===== config.mk =====
export PLATFORM = sky130hd
export DESIGN_NAME = zoom_window_address_generator_flat
export DESIGN_NICKNAME = d
export VERILOG_FILES = /design/src/rtl/zoom_window_address_generator_pkg.sv /design/src/rtl/zoom_window_address_generator_if.sv /design/src/rtl/zoom_window_address_generator_clamp.sv /design/src/rtl/zoom_window_address_generator.sv /design/src/flat_wrapper.sv
export SDC_FILE = /design/constraint.sdc
export NUM_CORES = 1
export LEC_CHECK = 0
export BUFFER_PORTS_ARGS = -buffer_cell sky130_fd_sc_hd__buf_2
export CORE_MARGIN = 2
export CORE_UTILIZATION = 23
export CTS_CLUSTER_DIAMETER = 100
export DETAILED_ROUTE_END_ITERATION = 6
export SYNTH_ARGS = -nofsm -noshare
export SYNTH_HDL_FRONTEND = slang
export SYNTH_SLANG_ARGS = --single-unit

===== constraint.sdc =====
create_clock -name clk_in -period 16.7 [get_ports clk_in]
set_input_delay 2.505 -clock clk_in [delete_from_list [all_inputs] [get_ports clk_in]]
set_output_delay 2.505 -clock clk_in [all_outputs]
set_load 0.01 [all_outputs]

===== src/rtl/zoom_window_address_generator_pkg.sv =====
// Shared types and helpers for the digital-zoom address generator.
// Provides the zoom shift type, default saturation and window sizing.
package zoom_pkg;

    typedef logic [1:0] zoom_shift_t;

    // Default largest log2 zoom (4x).
    localparam zoom_shift_t ZOOM_SHIFT_SAT = 2'd2;

    // Window parameters captured at a frame/line start.
    typedef struct packed {
        zoom_shift_t z;
        logic [11:0] ox;
        logic [10:0] oy;
    } zoom_params_t;

    function automatic zoom_shift_t sat_shift(
        input zoom_shift_t sel,
        input zoom_shift_t lim
    );
        return (sel > lim) ? lim : sel;
    endfunction

    function automatic int win_size(
        input int          out_size,
        input zoom_shift_t z
    );
        return out_size >> z;
    endfunction

endpackage


===== src/rtl/zoom_window_address_generator_if.sv =====
// Pixel request / address response bundle of the zoom address generator.
// master: drives incr/zoom/centre, receives addr_out, valid_out, tuser_out, tlast_out.
// slave: the generator side.
interface zoom_window_address_generator_if #(
    parameter int ADDR_WIDTH = 27
);
    logic                  incr_in;
    logic [1:0]            zoom_sel_in;
    logic [11:0]           center_x_in;
    logic [10:0]           center_y_in;
    logic [ADDR_WIDTH-1:0] addr_out;
    logic                  valid_out;
    logic                  tuser_out;
    logic                  tlast_out;

    modport master (
        output incr_in, zoom_sel_in, center_x_in, center_y_in,
        input  addr_out, valid_out, tuser_out, tlast_out
    );

    modport slave (
        input  incr_in, zoom_sel_in, center_x_in, center_y_in,
        output addr_out, valid_out, tuser_out, tlast_out
    );

endinterface


===== src/rtl/zoom_window_address_generator_clamp.sv =====
// Combinational window origin: saturates the zoom, subtracts the half
// window from the centre and clamps the origin inside the source frame.
// Ports: zoom_sel, center_x, center_y in; params (z, ox, oy) out.
module zoom_window_clamp
    import zoom_pkg::*;
#(
    parameter int SRC_WIDTH      = 1920,
    parameter int SRC_HEIGHT     = 1080,
    parameter int OUT_WIDTH      = 1280,
    parameter int OUT_HEIGHT     = 720,
    parameter int ZOOM_SHIFT_MAX = int'(ZOOM_SHIFT_SAT)
) (
    input  logic [1:0]   zoom_sel,
    input  logic [11:0]  center_x,
    input  logic [10:0]  center_y,
    output zoom_params_t params
);

    zoom_shift_t        z;
    logic signed [12:0] half_w;
    logic signed [12:0] lim_x;
    logic signed [12:0] dx;
    logic signed [11:0] half_h;
    logic signed [11:0] lim_y;
    logic signed [11:0] dy;

    always_comb begin
        z      = sat_shift(zoom_sel, zoom_shift_t'(ZOOM_SHIFT_MAX));
        half_w = 13'(win_size(OUT_WIDTH, z) / 2);
        lim_x  = 13'(SRC_WIDTH - win_size(OUT_WIDTH, z));
        half_h = 12'(win_size(OUT_HEIGHT, z) / 2);
        lim_y  = 12'(SRC_HEIGHT - win_size(OUT_HEIGHT, z));
        // one extra sign bit so a centre near 0 goes negative, not wraps
        dx     = $signed({1'b0, center_x}) - half_w;
        dy     = $signed({1'b0, center_y}) - half_h;

        params.z = z;
        if (dx[12])
            params.ox = '0;
        else if (dx > lim_x)
            params.ox = lim_x[11:0];
        else
            params.ox = dx[11:0];

        if (dy[11])
            params.oy = '0;
        else if (dy > lim_y)
            params.oy = lim_y[10:0];
        else
            params.oy = dy[10:0];
    end

endmodule


===== src/rtl/zoom_window_address_generator.sv =====
// Digital-zoom frame-buffer address generator: output counters, window
// parameter latch, 2-stage address pipeline and tuser/tlast sideband.
// Ports: clk_in, rst_in (sync, active-high), bus (slave modport).
// Build option ZOOM_FRAME_LATCH_EN: latch window only at frame start;
// otherwise the window re-latches at every line start.
module zoom_window_address_generator
    import zoom_pkg::*;
#(
    parameter int SRC_WIDTH      = 1920,
    parameter int SRC_HEIGHT     = 1080,
    parameter int OUT_WIDTH      = 1280,
    parameter int OUT_HEIGHT     = 720,
    parameter int ZOOM_SHIFT_MAX = int'(ZOOM_SHIFT_SAT),
    parameter int ADDR_WIDTH     = 27
) (
    input logic clk_in,
    input logic rst_in,
    zoom_window_address_generator_if.slave bus
);

    localparam int HW = $clog2(OUT_WIDTH);
    localparam int VW = $clog2(OUT_HEIGHT);
    localparam logic [ADDR_WIDTH-1:0] STRIDE = ADDR_WIDTH'(SRC_WIDTH);

    logic [HW-1:0] hcount;
    logic [VW-1:0] vcount;
    logic          h_last;
    logic          v_last;
    logic          frame_start;
    logic          capture;

    zoom_params_t  fresh;
    zoom_params_t  held;
    zoom_params_t  eff;

    logic [10:0]   row1;
    logic [11:0]   col1;
    logic          v1;
    logic          tu1;
    logic          tl1;

    zoom_window_clamp #(
        .SRC_WIDTH      (SRC_WIDTH),
        .SRC_HEIGHT     (SRC_HEIGHT),
        .OUT_WIDTH      (OUT_WIDTH),
        .OUT_HEIGHT     (OUT_HEIGHT),
        .ZOOM_SHIFT_MAX (ZOOM_SHIFT_MAX)
    ) u_clamp (
        .zoom_sel (bus.zoom_sel_in),
        .center_x (bus.center_x_in),
        .center_y (bus.center_y_in),
        .params   (fresh)
    );

    assign h_last      = (hcount == HW'(OUT_WIDTH - 1));
    assign v_last      = (vcount == VW'(OUT_HEIGHT - 1));
    assign frame_start = (hcount == '0) && (vcount == '0);

`ifdef ZOOM_FRAME_LATCH_EN
    assign capture = bus.incr_in && frame_start;
`else
    assign capture = bus.incr_in && (hcount == '0);
`endif

    // the capturing pixel already uses the freshly computed window
    assign eff = capture ? fresh : held;

    always_ff @(posedge clk_in) begin
        if (rst_in) begin
            hcount <= '0;
            vcount <= '0;
            held   <= '0;
        end else if (bus.incr_in) begin
            if (capture)
                held <= fresh;
            if (h_last) begin
                hcount <= '0;
                vcount <= v_last ? '0 : vcount + 1'b1;
            end else begin
                hcount <= hcount + 1'b1;
            end
        end
    end

    // stage 1: source row/column
    always_ff @(posedge clk_in) begin
        if (rst_in) begin
            row1 <= '0;
            col1 <= '0;
            v1   <= 1'b0;
            tu1  <= 1'b0;
            tl1  <= 1'b0;
        end else begin
            v1 <= bus.incr_in;
            if (bus.incr_in) begin
                row1 <= eff.oy + 11'(vcount >> eff.z);
                col1 <= eff.ox + 12'(hcount >> eff.z);
                tu1  <= frame_start;
                tl1  <= h_last;
            end
        end
    end

    // stage 2: linear address
    always_ff @(posedge clk_in) begin
        if (rst_in) begin
            bus.addr_out  <= '0;
            bus.valid_out <= 1'b0;
            bus.tuser_out <= 1'b0;
            bus.tlast_out <= 1'b0;
        end else begin
            bus.valid_out <= v1;
            bus.tuser_out <= v1 && tu1;
            bus.tlast_out <= v1 && tl1;
            if (v1)
                bus.addr_out <= ADDR_WIDTH'(row1) * STRIDE
                              + ADDR_WIDTH'(col1);
        end
    end

endmodule


===== src/flat_wrapper.sv =====
// flat-port wrapper written by rule: the top's interface ports become plain ports
module zoom_window_address_generator_flat import zoom_pkg::*;
#(
    parameter int SRC_WIDTH      = 1920,
    parameter int SRC_HEIGHT     = 1080,
    parameter int OUT_WIDTH      = 1280,
    parameter int OUT_HEIGHT     = 720,
    parameter int ZOOM_SHIFT_MAX = int'(ZOOM_SHIFT_SAT),
    parameter int ADDR_WIDTH     = 27
)
  (clk_in, rst_in, bus_incr_in, bus_zoom_sel_in, bus_center_x_in, bus_center_y_in, bus_addr_out, bus_valid_out, bus_tuser_out, bus_tlast_out);
  zoom_window_address_generator_if #(.ADDR_WIDTH(ADDR_WIDTH)) bus_i ();
  input logic clk_in;
  input logic rst_in;
  input wire logic [$bits(bus_i.incr_in)-1:0] bus_incr_in;
  input wire logic [$bits(bus_i.zoom_sel_in)-1:0] bus_zoom_sel_in;
  input wire logic [$bits(bus_i.center_x_in)-1:0] bus_center_x_in;
  input wire logic [$bits(bus_i.center_y_in)-1:0] bus_center_y_in;
  output wire logic [$bits(bus_i.addr_out)-1:0] bus_addr_out;
  output wire logic [$bits(bus_i.valid_out)-1:0] bus_valid_out;
  output wire logic [$bits(bus_i.tuser_out)-1:0] bus_tuser_out;
  output wire logic [$bits(bus_i.tlast_out)-1:0] bus_tlast_out;
  assign bus_i.incr_in = bus_incr_in;
  assign bus_i.zoom_sel_in = bus_zoom_sel_in;
  assign bus_i.center_x_in = bus_center_x_in;
  assign bus_i.center_y_in = bus_center_y_in;
  assign bus_addr_out = bus_i.addr_out;
  assign bus_valid_out = bus_i.valid_out;
  assign bus_tuser_out = bus_i.tuser_out;
  assign bus_tlast_out = bus_i.tlast_out;
  zoom_window_address_generator #(.SRC_WIDTH(SRC_WIDTH), .SRC_HEIGHT(SRC_HEIGHT), .OUT_WIDTH(OUT_WIDTH), .OUT_HEIGHT(OUT_HEIGHT), .ZOOM_SHIFT_MAX(ZOOM_SHIFT_MAX), .ADDR_WIDTH(ADDR_WIDTH)) u_core (.clk_in(clk_in), .rst_in(rst_in), .bus(bus_i));
endmodule

==> run summary, run 1 <==
status = completed
Worst Skew = 0.01129 ns
VDD IR max = 0.00004026 V
initial core utilization = 23.37%
async set-reset flop share out of synthesis = 0%
CTS tree = yes
register area = 0.001962 mm²
max frequency = 0.1157 GHz
Final ANT Viol Nets = 0
Synth Area in Adders = 19.67%
CP Capture Type = flip-flop
final worst-path cycle share = 51.77%
Mapped Area = 0.008092 mm²
FP Rows = 68
Tot GR Track Use = 10.72%
fin. max-slew vios = 0
leakage power figure = 4.093 nW
Vias = 6,713
IO buf count = 53
Final min period = 8.645 ns
largest family of logic cells by synthesized area = adder cells
full die area = 0.03670 mm²
Fin. Hold Viols = 0
slew margin rel. = 46.34%
Cell variety after synth = 75
Hold WS = 0.4513 ns
# setup viols final = 0
DRT iter0 DRCs = 401
Avg WL per Cell = 12.96 µm
global-route wire length before repair = 31,880 µm
total power = 0.7984 mW
startpoint type of the worst setup path = input port
xor and xnor area share after synthesis = 7.036%
clk buf depth = 2
Hold Path Class = reg2reg
EDFF count, synth = 0
Synth warnings = 0
Arrival @ worst endpoint = 8.87 ns
fin util = 26.06%
largest net degree at the start of global routing = 65
Seq/Total Area, Yosys = 24.25%
commonest cells after routing, fill and taps aside = nor2_1 (125), dfxtp_1 (98), ha_1 (92), inv_1 (73), nand2_1 (72)
Synth Area in Compound Gates = 16.93%
setup TNS = 0 ns
Vias/cell = 4.570
met3 usage = 1.597%
Slew @ Worst Pin = 0.8019 ns
Initial DRT Pass Iterations = 5
Die X = 191.6 µm
Root Buffer = clkbuf_16
NumNets Final = 1,150
Critical Path Slowest Stage Cell = a2111oi_0
Pwr Density = 88.49 mW/mm²
GR peak layer = met2
Max-Cap Viols = 0
CTS H-tree lvls = 3
RSZ-0062 raised after global routing = false
grt met2 use = 17.12%
clk slew on worst S/H paths = 0.07 ns
crit-path max FO = 13
core area = 0.03463 mm²
I/O Pins = 58
Critical Path RT = 16.92 ns
M1 GR Usage = 15.01%
Main synth FF type = dfxtp_1
area of the multi-input gates = 0.005610 mm²
fraction of synthesized area in multiplexers = 6.495%
post-CTS setup repair buffer count = 0
grt ovf = 0
Final HPWL DP = 15,020 µm
vias in the first global route = 6,441
worst-skew pair later-pin latency = 0.36 ns
Setup CP Type = in2reg
Post-CTS Hold Buffers = 0
area of placed instances = 0.008726 mm²
post-synthesis cell count = 980
WL final = 19,040 µm
clock sink count = 98
layout cells sized above 1 = 9.181%
Layout area overhead = 11.50%
simple-gate area share of the yosys netlist = 18.83%
Chip Height = 191.6 µm
slowest stage delay, CP = 0.64 ns
gpl congestion = 0.8480
total CTS buffers = 9
commonest non-fill, non-tap cell in the layout = nor2_1
syn avg cell area = 8.257 µm²
fill count = 3,746
#FFs+latches synth = 98
final instance area = 0.009022 mm²
CTS resizes = 0
antenna violations before repair = 0
cell mode on critical path = nand2_1
post-route DRC violation count = 0
area by class of cell:
cell class	instances	share of cell area, %
Antenna cell	1	0.02774
Clock inverter	6	0.7211
Clock buffer	10	2.538
Multi-Input combinational cell	767	62.18
Timing Repair Buffer	59	3.439
Inverter	73	3.037
Sequential cell	98	21.74
Tap cell	455	6.310
cells by family (layout without fill, tap and decap cells):
family | count (synthesis) | count (layout)
and+or+nand+nor | 317 | 317
AOI/OAI and AO/OA | 211 | 211
buffers and inverters | 121 | 148
adders and majority gates | 114 | 114
DFF | 98 | 98
xor gates and xnor gates | 65 | 65
muxes | 52 | 52
other | 2 | 9
state kept, by name (all words and copies together) (netlist names), 10 cells and up:
| signal | flops |
|---|---|
| u_core.bus.addr_out | 23 |
| u_core.col1 | 12 |
| u_core.hcount | 11 |
| u_core.held | 25 |
| u_core.row1 | 11 |
| u_core.vcount | 10 |
worst max-delay path: cells and delay by family:
family                   cells  cell delay [ns]
adder cells (fa/ha/maj)      4             1.31
AO/OA/AOI/OAI               13             3.06
XOR/XNOR                     1             0.22
buffers and inverters        3             0.56
AND/OR/NAND/NOR              9             1.03
multiplexers                 1             0.17
where the power goes:
| part | internal, mW | switching, mW |
|---|---|---|
| Sequential | 0.250 | 0.0149 |
| Clock | 0.117 | 0.0970 |
| Combinational | 0.131 | 0.189 |
synthesized netlist by cell type, types with 5 or more instances:
cell | n | area share (%)
a2111oi_0 | 5 | 0.54
a211oi_1 | 21 | 1.9
a21o_1 | 14 | 1.3
a21oi_1 | 59 | 3.6
a31oi_1 | 7 | 0.54
and2_1 | 13 | 1.0
and3_1 | 11 | 0.85
buf_2 | 12 | 0.74
buf_4 | 5 | 0.46
buf_6 | 5 | 0.70
clkbuf_1 | 22 | 1.0
dfxtp_1 | 98 | 24
fa_1 | 22 | 5.4
ha_1 | 92 | 14
inv_1 | 73 | 3.4
mux2i_1 | 51 | 6.3
nand2_1 | 72 | 3.3
nand2b_1 | 6 | 0.46
nand3_1 | 21 | 1.3
nand4_1 | 10 | 0.77
nor2_1 | 125 | 5.8
nor2b_1 | 14 | 1.1
nor3_1 | 13 | 0.80
o21a_1 | 10 | 0.93
o21ai_0 | 42 | 2.6
o21ai_1 | 10 | 0.62
or2_2 | 6 | 0.46
xnor2_1 | 31 | 3.4
xor2_1 | 34 | 3.7
per-layer routing:
metal  routed length [µm]  share of wire [%]
met1                10010                 53
met5                    0                  0
met2                 8191                 43
met4                  174               0.91
met3                  669                3.5
metrics by stage:
stage / setup WS (ns) / cells
CTS: 8.078 / 1468
finish: 8.055 / 1469
global route: 7.517 / 1468
floorplan: 8.654 / 986
global placement: 7.848 / 1452
detailed placement: 7.750 / 1452
worst paths after layout:
check	start	to	slack [ns]	cells past startpoint
setup / recovery	bus_zoom_sel_in[1]	u_core.col1[10]	8.05	31
hold / removal	u_core.held[2]	u_core.held[2]	0.45	2
setup reg to reg	u_core.hcount[4]	u_core.col1[10]	11.25	17
hold reg to reg	u_core.held[2]	u_core.held[2]	0.45	2
Note: power is estimated with default switching activity, not from simulation.
==> run 2, diff against run 1 <==
clock period = 8.71 ns   (was 16.7 ns; I/O delays follow)
==> run summary, run 2 (synthesis gave the netlist of run 1 again) <==
CTS tree = yes
initial core utilization = 23.37% (unchanged)
clk buf depth = 2 (unchanged)
Final min period = 7.197 ns
WL final = 18,880 µm (-0.87%)
Vias/cell = 4.486 (-1.8%)
NumNets Final = 1,151 (+0.087%)
r2r worst-path depth = 17 (unchanged)
grt ovf = 0 (unchanged)
Hold Crit Start = u_core.bus.addr_out[22]
CTS H-tree lvls = 3 (unchanged)
Max-Cap Viols = 0 (unchanged)
Comb pwr share = 39.5% (-0.5 points)
# setup viols final = 0 (unchanged)
vias in the first global route = 6,281 (-2.5%)
Slew @ Worst Pin = 0.7953 ns (-0.006624 ns)
Hold Path Class = reg2reg
Inserted Diodes = 0 (-1)
clock group share of total power = 28.1% (+1.3 points)
total CTS buffers = 9 (unchanged)
Tot GR Track Use = 10.67% (-0.054 points)
Initial DRT Pass Iterations = 5 (unchanged)
full die area = 0.03670 mm² (unchanged)
VDD IR max = 0.0001001 V (+150%)
commonest cells after routing, fill and taps aside = nor2_1 (125), dfxtp_1 (98), ha_1 (92), inv_1 (73), nand2_1 (72)
Psw = 0.5718 mW (+90%)
Hold WS = 0.4453 ns (-0.006011 ns)
post-route DRC violation count = 0 (unchanged)
CP Capture Type = flip-flop
clock sink count = 98 (unchanged)
Avg WL per Cell = 12.85 µm (-0.87%)
biggest regs = u_core.held (25), u_core.bus.addr_out (23), u_core.col1 (12)
Setup CP Type = in2reg
Layout area overhead = 11.98%
status = completed
final worst-path cycle share = 82.63%
I/O Pins = 58 (unchanged)
cell mode on critical path = ha_1
fin. max-slew vios = 0 (unchanged)
clk slew on worst S/H paths = 0.07 ns (about the same)
gpl congestion = 0.8529 (+0.58%)
slowest stage delay, CP = 0.54 ns (-0.10 ns)
Chip Height = 191.6 µm (unchanged)
Worst Skew = 0.01221 ns (+0.0009243 ns)
Final ANT Viol Nets = 0 (unchanged)
Critical Path RT = 9.00 ns (-7.92 ns)
largest register by flop count = u_core.held
leakage power figure = 4.111 nW (+0.43%)
hold endpoint = u_core.bus.addr_out[22]
Reg power frac = 32.4% (-0.8 points)
startpoint type of the worst setup path = input port
largest net degree at the start of global routing = 65 (unchanged)
crit-path max FO = 16 (+3)
CTS resizes = 0 (unchanged)
core area = 0.03463 mm² (unchanged)
number of flip-flops under the largest register name = 25 (unchanged)
sw frac = 36.53% (-1.1 points)
Arrival @ worst endpoint = 7.49 ns (-1.38 ns)
RSZ-0062 raised after global routing = false
FF-to-FF End = u_core.col1[10]
slew margin rel. = 46.78% (+0.44 points)
Final HPWL DP = 14,710 µm (-2.1%)
FP Rows = 68 (unchanged)
Die X = 191.6 µm (unchanged)
internal power = 0.9934 mW (+100%)
worst reg-to-reg setup slack = 3.56 ns (-7.69 ns)
setup TNS = 0 ns (unchanged)
Root Buffer = clkbuf_16
Vias = 6,590 (-1.8%)
Critical Path Slowest Stage Cell = or4_1
RR Startpoint = u_core.hcount[4]
Pwr Density = 172.7 mW/mm² (+95%)
WHS Path Cells = 2 (unchanged)
post-CTS setup repair buffer count = 0 (unchanged)
Fin. Hold Viols = 0 (unchanged)
antenna violations before repair = 0 (unchanged)
max frequency = 0.1389 GHz
global-route wire length before repair = 31,770 µm (-0.33%)
worst-skew pair later-pin latency = 0.35 ns (about the same)
DRT iter0 DRCs = 423 (+5.5%)
Post-CTS Hold Buffers = 0 (unchanged)
commonest non-fill, non-tap cell in the layout = nor2_1
layout cells sized above 1 = 9.270% (+0.090 points)
IO buf count = 53 (unchanged)
==> run 2: power by group through the flow <==
stage	registers (mW)	clock network, mW	logic, mW
3_5_place_dp	0.518	0	0.614
5_1_grt	0.512	0.473	0.698
6_report	0.507	0.440	0.618
3_3_place_gp	0.517	0	0.603
4_1_cts	0.508	0.455	0.618
2_1_floorplan	0.515	0	0.478
==> run 2: area by class of cell <==
| cell class | instances | area, µm² |
|---|---|---|
| Fill cell | 3704 | 25570 |
| Multi-Input combinational cell | 767 | 5610 |
| Sequential cell | 98 | 1962 |
| Tap cell | 455 | 569.3 |
| Timing Repair Buffer | 60 | 317.8 |
| Inverter | 73 | 274.0 |
| Clock buffer | 11 | 242.7 |
| Clock inverter | 5 | 85.08 |
==> run 2: how the worst max path moves through the flow <==
stage | from | end | slack, ns | cells past startpoint
2_1_floorplan | bus_zoom_sel_in[1] | u_core.row1[10] | 1.86 | 26
3_3_place_gp | bus_zoom_sel_in[1] | u_core.row1[9] | 1.32 | 27
3_5_place_dp | bus_zoom_sel_in[1] | u_core.row1[9] | 1.19 | 27
4_1_cts | bus_zoom_sel_in[1] | u_core.row1[9] | 1.54 | 27
5_1_grt | bus_zoom_sel_in[1] | u_core.row1[10] | 0.87 | 31
6_report | bus_zoom_sel_in[1] | u_core.row1[10] | 1.51 | 29
==> run 2: metal layers <==
metal | share of wire (%) | GRT usage (%)
met5 | 0 | 0
met4 | 0.75 | 2.219
met3 | 3.7 | 1.891
met2 | 42 | 16.22
met1 | 54 | 15.60
==> run 2: worst max-delay path: cells and delay by family <==
family	cells	cell delay, ns
simple gates	7	1.60
fa+ha+maj	5	1.50
compound gates	11	2.20
buf+inv	4	0.51
xor+xnor	2	0.36
==> run 2: stage by stage <==
step	utilization, %	power, mW	area (µm²)	std cells	worst slack (ns)
3_3_place_gp	25.22	1.120	8733	1453	1.318
5_1_grt	26.17	1.684	9061	1469	0.8746
4_1_cts	26.17	1.581	9061	1469	1.538
3_5_place_dp	25.22	1.132	8733	1453	1.187
6_report	26.17	1.565	9061	1469	1.513
2_1_floorplan	-	0.9934	8114	986	1.862
